<file path="config.mk">
export PLATFORM = sky130hd
export DESIGN_NAME = gpio_irq_port
export DESIGN_NICKNAME = d
export VERILOG_FILES = /design/src/rtl/gpio_irq_port_pkg.sv /design/src/rtl/gpio_sync_edge.sv /design/src/rtl/gpio_irq_port.sv
export SDC_FILE = /design/constraint.sdc
export NUM_CORES = 1
export LEC_CHECK = 0
export CORE_MARGIN = 4
export CORE_UTILIZATION = 45
export CTS_BUF_LIST = sky130_fd_sc_hd__clkbuf_4 sky130_fd_sc_hd__clkbuf_8
export DETAILED_ROUTE_END_ITERATION = 8
export PLACE_DENSITY = 0.9
export SLEW_MARGIN = 20
export SYNTH_ARGS = -nofsm -noshare
export SYNTH_HDL_FRONTEND = slang
export SYNTH_SLANG_ARGS = --single-unit
</file>
<file path="constraint.sdc">
create_clock -name clk -period 2.9 [get_ports clk]
set_input_delay 0.58 -clock clk [delete_from_list [all_inputs] [get_ports clk]]
set_output_delay 0.58 -clock clk [all_outputs]
set_load 0.02 [all_outputs]
</file>
<file path="src/rtl/gpio_irq_port_pkg.sv">
// Register map shared by the GPIO port, its address decode and its bench.
package gpio_irq_port_pkg;

  typedef enum logic [2:0] {
    GPIO_DATA = 3'd0,
    GPIO_DIR  = 3'd1,
    GPIO_RISE = 3'd2,
    GPIO_IE   = 3'd3,
    GPIO_PEND = 3'd4
  } gpio_reg_e;

  localparam int GPIO_BUS_W = 32;

endpackage

</file>
<file path="src/rtl/gpio_sync_edge.sv">
// Pin synchroniser plus edge detector; ev is valid SYNC cycles after a pin change.
// Events are held off for SYNC+1 cycles after reset so pre-reset pin state never pends.
module gpio_sync_edge #(
  parameter int W    = 8,
  parameter int SYNC = 2
) (
  input  logic         clk,
  input  logic         rst,
  input  logic [W-1:0] pin_in,
  input  logic [W-1:0] rise_sel,
  output logic [W-1:0] synced,
  output logic [W-1:0] ev
);

  logic [W-1:0] sync_q [SYNC];
  logic [W-1:0] prev;
  logic [2:0]   arm;

  // The chain keeps sampling through reset so it is settled by release.
  always_ff @(posedge clk) begin
    sync_q[0] <= pin_in;
    for (int k = 1; k < SYNC; k++) begin
      sync_q[k] <= sync_q[k-1];
    end
    prev <= sync_q[SYNC-1];
  end

  always_ff @(posedge clk) begin
    if (!rst) begin
      arm <= 3'(SYNC + 1);
    end else if (arm != 3'd0) begin
      arm <= arm - 3'd1;
    end
  end

  assign synced = sync_q[SYNC-1];
  assign ev     = (arm == 3'd0) ?
                  ((rise_sel & synced & ~prev) | (~rise_sel & ~synced & prev)) : '0;

endmodule

</file>
<file path="src/rtl/gpio_irq_port.sv">
// W-pin GPIO port: output/direction regs, synced readback, per-pin edge interrupt with W1C pending.
// Pin edges reach PEND/irq SYNC+1 edges after the change; register writes take effect at the next edge.
module gpio_irq_port
  import gpio_irq_port_pkg::*;
#(
  parameter int W    = 8,
  parameter int SYNC = 2
) (
  input  logic         clk,
  input  logic         rst,
  input  logic         sel,
  input  logic         wr,
  input  logic [2:0]   regadr,
  input  logic [31:0]  wdata,
  output logic [31:0]  rdata,
  output logic         irq,
  input  logic [W-1:0] pin_in,
  output logic [W-1:0] pin_out,
  output logic [W-1:0] pin_oe
);

  logic [W-1:0] data_q;
  logic [W-1:0] dir_q;
  logic [W-1:0] rise_q;
  logic [W-1:0] ie_q;
  logic [W-1:0] pend_q;
  logic [W-1:0] synced;
  logic [W-1:0] ev;
  logic [W-1:0] clr;
  logic         we;
  logic         unused_wdata;

  gpio_sync_edge #(.W(W), .SYNC(SYNC)) u_sync_edge (
    .clk      (clk),
    .rst      (rst),
    .pin_in   (pin_in),
    .rise_sel (rise_q),
    .synced   (synced),
    .ev       (ev)
  );

  assign we           = sel & wr;
  assign unused_wdata = ^wdata;

  always_comb begin
    clr = '0;
    if (we && regadr == GPIO_PEND) begin
      clr = wdata[W-1:0];
    end
  end

  always_ff @(posedge clk) begin
    if (!rst) begin
      data_q <= '0;
      dir_q  <= '0;
      rise_q <= '0;
      ie_q   <= '0;
      pend_q <= '0;
    end else begin
      // A new edge in the same cycle as a clear keeps the bit set.
      pend_q <= ev | (pend_q & ~clr);
      if (we) begin
        case (regadr)
          GPIO_DATA: data_q <= wdata[W-1:0];
          GPIO_DIR:  dir_q  <= wdata[W-1:0];
          GPIO_RISE: rise_q <= wdata[W-1:0];
          GPIO_IE:   ie_q   <= wdata[W-1:0];
          default:   ;
        endcase
      end
    end
  end

  always_comb begin
    rdata = '0;
    case (regadr)
      GPIO_DATA: rdata = GPIO_BUS_W'(synced);
      GPIO_DIR:  rdata = GPIO_BUS_W'(dir_q);
      GPIO_RISE: rdata = GPIO_BUS_W'(rise_q);
      GPIO_IE:   rdata = GPIO_BUS_W'(ie_q);
      GPIO_PEND: rdata = GPIO_BUS_W'(pend_q);
      default:   rdata = '0;
    endcase
  end

  assign pin_out = data_q;
  assign pin_oe  = dir_q;
  assign irq     = |(pend_q & ie_q);

endmodule

</file>
# Word level (Yosys, flattened, before mapping)
# Memories as Yosys holds them, arrays and structs flattened.
# Index checks and enable logic that the tools add are counted.
# totals
output_inout_bits	49
latchBits	0
mem_count	1
rom_bits	0
ff_bits	51
mem_bits_rw	16
input_bits	47
# op_classes
n_eq_ne	4
shifts	0
n_bitwise	13
div_mod_pow	0
mul	0
n_mux	3
magnitude_cmp	0
n_addsub	1
reduce_logical	9
# memory_table
name	words	word_bits	rd	rd_ports_with_merged_regs	wr	line_no	source
u_sync_edge.sync_q	2	8	2	0	2	gpio_sync_edge.sv:15	logic [W-1:0] sync_q [SYNC];
# op_table
op	n
$and 8x8->8	6
$pmux 8 s5	1
$not 8->8	4
$mux 8	2
$or 8x8->8	2
$reduce_and 2->1	4
$reduce_or 8->1	1
$eq 3x2->1 const B	2
$logic_not 3->1	2
$eq 3x1->1 const B	1
$eq 3x3->1 const B	1
$reduce_bool 3->1	1
$sub 3x1->3 const B	1
$and 1x1->1	1
$logic_and 1x1->1	1

# Logic depth before layout (Yosys ltp)
# An unclocked memory read counts as a cell.
# logic_depth
ltp_word	7
depth_mapped	5
depth_no_buf	5

# Cells and area by module
# Synthesis repeated with hierarchy kept, for this count alone.
# hier_totals
cells_unflattened	314
hier_area_um2	2995.4
# by_module_without_submodules
mod	cells_per_inst	seq_area_each_um2	area_per_inst_um2	n_inst
gpio_irq_port	233	800.8	2124.5	1
gpio_sync_edge	81	540.5	870.8	1

# Least setup slack after synthesis
# OpenSTA, ideal clock, no wires.
# synth_path
kind	input-to-output
startpoint	input port regadr[2]
endpoint	output port rdata[6]
arrival_time_ns	1.572
stages	5
setup_slack_ns	0.748
n_path_buf	2
path_cell_list	buf_4 clkbuf_1 nand3b_1 o21a_1 o22ai_1
# synth_between
elab_chain_len	2
word_cells_on_any_way	6
# synth_rtl
element	line_no	source
start: declaration	gpio_irq_port.sv:13	input logic [2:0] regadr,
$eq 3x3->1, or another cell as far along	gpio_irq_port.sv:76	case (regadr)
$pmux 8 s5 (*)	gpio_irq_port.sv:76	
end: declaration	gpio_irq_port.sv:15	output logic [31:0] rdata,
# Every way passes the cells marked *; elsewhere a longest branch is shown, timed or not.

# Worst setup path in the final report
# layout_path
startpoint	input port regadr[0]
endpoint	output port rdata[0]
# Same word-level chain as after synthesis.

==> results.sh <==
export IMPL_path_clk_slew_ns=0.07
export IMPL_placed_cell_area_um2=3475
export IMPL_drv_cap=0
export IMPL_die_width_um=88.70
export IMPL_hold_violations=0
export IMPL_fillers=550
export IMPL_die_y_um=88.70
export IMPL_htreeDepth=3
export IMPL_reg2reg_from="u_sync_edge.arm[0]$_SDFFE_PN1N_"
export IMPL_yosys_register_bits=67
export IMPL_period_share=0.9206
export IMPL_clk_path_buf_depth=2
export IMPL_vdd_ir_drop_worst_mv=0.3422
export IMPL_ys_flop_type="dfxtp_1"
export IMPL_maxSlewViolCount=0
export IMPL_routedWlPerCell_um=15.37
export IMPL_drtPass1Iterations=4
export IMPL_coreArea_um2=6350
export IMPL_critPathCaptureType="output port"
export IMPL_syn_cell_area_um2=2930
export IMPL_cts_made_buffers=9
export IMPL_slew_headroom=0.6044
export IMPL_worst_endpoint_arrival_ns=2.09
export IMPL_port_buffers=47
export IMPL_start_util=0.4615
export IMPL_start_kind="input port"
export IMPL_ys_seq_area_frac=0.4577
export IMPL_overflow=0
export IMPL_grt_pass1_vias=2223
export IMPL_insertion_delay_ns=0.34
export IMPL_final_cell_area_um2=3692
export IMPL_hpwlAfterDp_um=4850
export IMPL_clock_sinks=67
export IMPL_crit_start="regadr[0]"
export IMPL_critPathKind="in -> out"
export IMPL_vias=2308
export IMPL_cp_required_ns=2.32
export IMPL_wl_um=6749
export IMPL_grt_max_degree=34
export IMPL_rows=29
export IMPL_cts_root_buf="clkbuf_8"
export IMPL_cellLeakagePower_nw=1.551
export IMPL_final_antenna_net_count=0
export IMPL_tightest_slew_ns=0.5915
export IMPL_viasPerCell=5.257
export IMPL_areaGrowthSynthToFinish_pct=26.00
export IMPL_dp_slack_ns=-0.2581
export IMPL_diodes=0
export IMPL_grt_setup_unrepaired="false"
export IMPL_grt_pass1_wl_um=10630
export IMPL_synth_edf_count=0
export IMPL_async_flop_share=0
export IMPL_layout_common_cells="dfxtp_1, nand2_1, clkdlybuf4s50_1"
export IMPL_syn_mean_instance_area_um2=9.703
export IMPL_final_setup_skew_ns=0.008457
export IMPL_ys_types=32
export IMPL_layout_drive_gt1_share=0.1298
export IMPL_syn_inst=302
export IMPL_track_usage=0.1805
export IMPL_antenna_found_initial=0
export IMPL_fmax_mhz=374.6
export IMPL_nets=406
export IMPL_p_per_area_nw_per_um2=544.7
export IMPL_drc=0
export IMPL_status="completed"
export IMPL_die_area_um2=7867
export IMPL_mostFrequentLayoutCell="dfxtp_1"
export IMPL_hold_class="reg -> reg"
export IMPL_io_pins=96
export IMPL_period_needed_ns=2.670
export IMPL_min_delay_start="u_sync_edge.sync_q[0][1]$_DFF_P_"
export IMPL_yosys_warnings=0
export IMPL_finalWorstSetupSlack_ns=0.2302
export IMPL_setup_viol=0
export IMPL_gp_congestion=0.8516
export IMPL_cts_tree="done"
export IMPL_drt_iter0_drc=227
export IMPL_cp_max_fo=7
export IMPL_holdWs_ns=0.3276
==> stage by stage <==
step           instances  total power [mW]  setup TNS, ns    util
6_report             439             2.011              0  0.5815
5_1_grt              439             2.098              0  0.5815
4_1_cts              439             2.031              0  0.5799
3_5_place_dp         423             1.224         -1.441  0.5472
3_3_place_gp         423             1.214         -1.450  0.5472
2_1_floorplan        325             1.158              0       -
==> registers in the layout (all words and copies together), names as in the netlist <==
register	cells
u_sync_edge.sync_q	16
ie_q	8
pend_q	8
pin_oe	8
pin_out	8
rise_q	8
u_sync_edge.prev	8
u_sync_edge.arm	3
==> where the power goes <==
group | total [mW] | leakage (nW) | switching (mW) | internal (mW)
Clock | 0.808 | 0.108 | 0.343 | 0.464
Combinational | 0.226 | 0.892 | 0.128 | 0.0984
Sequential | 0.978 | 0.550 | 0.0218 | 0.956
==> area by class of cell <==
type                            count  area [µm²]  share of cell area
Inverter                            2       7.507            0.002033
Sequential cell                    67        1341              0.3633
Timing Repair Buffer               65       646.9              0.1752
Tap cell                           77       96.34             0.02609
Clock inverter                      4       47.55             0.01288
Clock buffer                       12       165.2             0.04473
Multi-Input combinational cell    212        1388              0.3758
==> Yosys cell counts, drive strengths merged (3+ instances only) <==
master | n | area [µm²]
a22oi | 11 | 82.58
o22ai | 16 | 100.1
nor4b | 9 | 78.83
o21a | 3 | 22.52
mux2i | 33 | 330.3
buf | 31 | 239.0
a21oi | 15 | 75.07
nor2 | 9 | 33.78
nor3b | 8 | 60.06
and3b | 8 | 70.07
clkbuf | 13 | 48.80
nand2 | 52 | 202.7
mux2 | 7 | 78.83
dfxtp | 67 | 1341
==> path summary, 6_finish.rpt <==
| check | slack, ns | cells past startpoint | end |
|---|---|---|---|
| worst max register to register | 1.66 | 4 | pend_q[6]$_SDFF_PN0_ |
| worst min-delay path | 0.33 | 0 | u_sync_edge.sync_q[0][9]$_DFF_P_ |
| worst min register to register | 0.33 | 0 | u_sync_edge.sync_q[0][9]$_DFF_P_ |
| worst max-delay path | 0.23 | 6 | rdata[0] |
==> repair_timing <==
action / in CTS / in global routing
pin swaps: 0 / 0
hold buffers: 0 / 0
hold endpoints to repair: 0 / 0
setup buffers: 0 / 0
resized for setup: 6 / 4
setup endpoints to repair: 8 / 4
==> worst max-delay path: stages <==
cell and delay, ns:
dlygate4sd2_1 0.34, buf_4 0.22, mux2_2 0.33, a21oi_1 0.15
o22ai_1 0.12, dlygate4sd2_1 0.34
==> kinds of logic after synthesis <==
family                   after synthesis  synth area share
flip-flops                            67            0.4577
multiplexers                          40            0.1396
other                                  1          0.001280
buffers and inverters                 46            0.1008
adder cells (fa/ha/maj)                2          0.008538
XOR/XNOR                               1          0.002989
AO/OA/AOI/OAI                         46           0.09735
AND/OR/NAND/NOR                       99            0.1917
==> routing by layer <==
layer | share of wire | vias to the layer above | global-route usage
li1 | - | 1114 | -
met1 | 0.42 | 1086 | 0.2197
met2 | 0.48 | 100 | 0.2874
met3 | 0.089 | 8 | 0.05959
met4 | 0.013 | 0 | 0.08516
met5 | 0 | - | 0
Note: power is estimated with default switching activity, not from simulation.
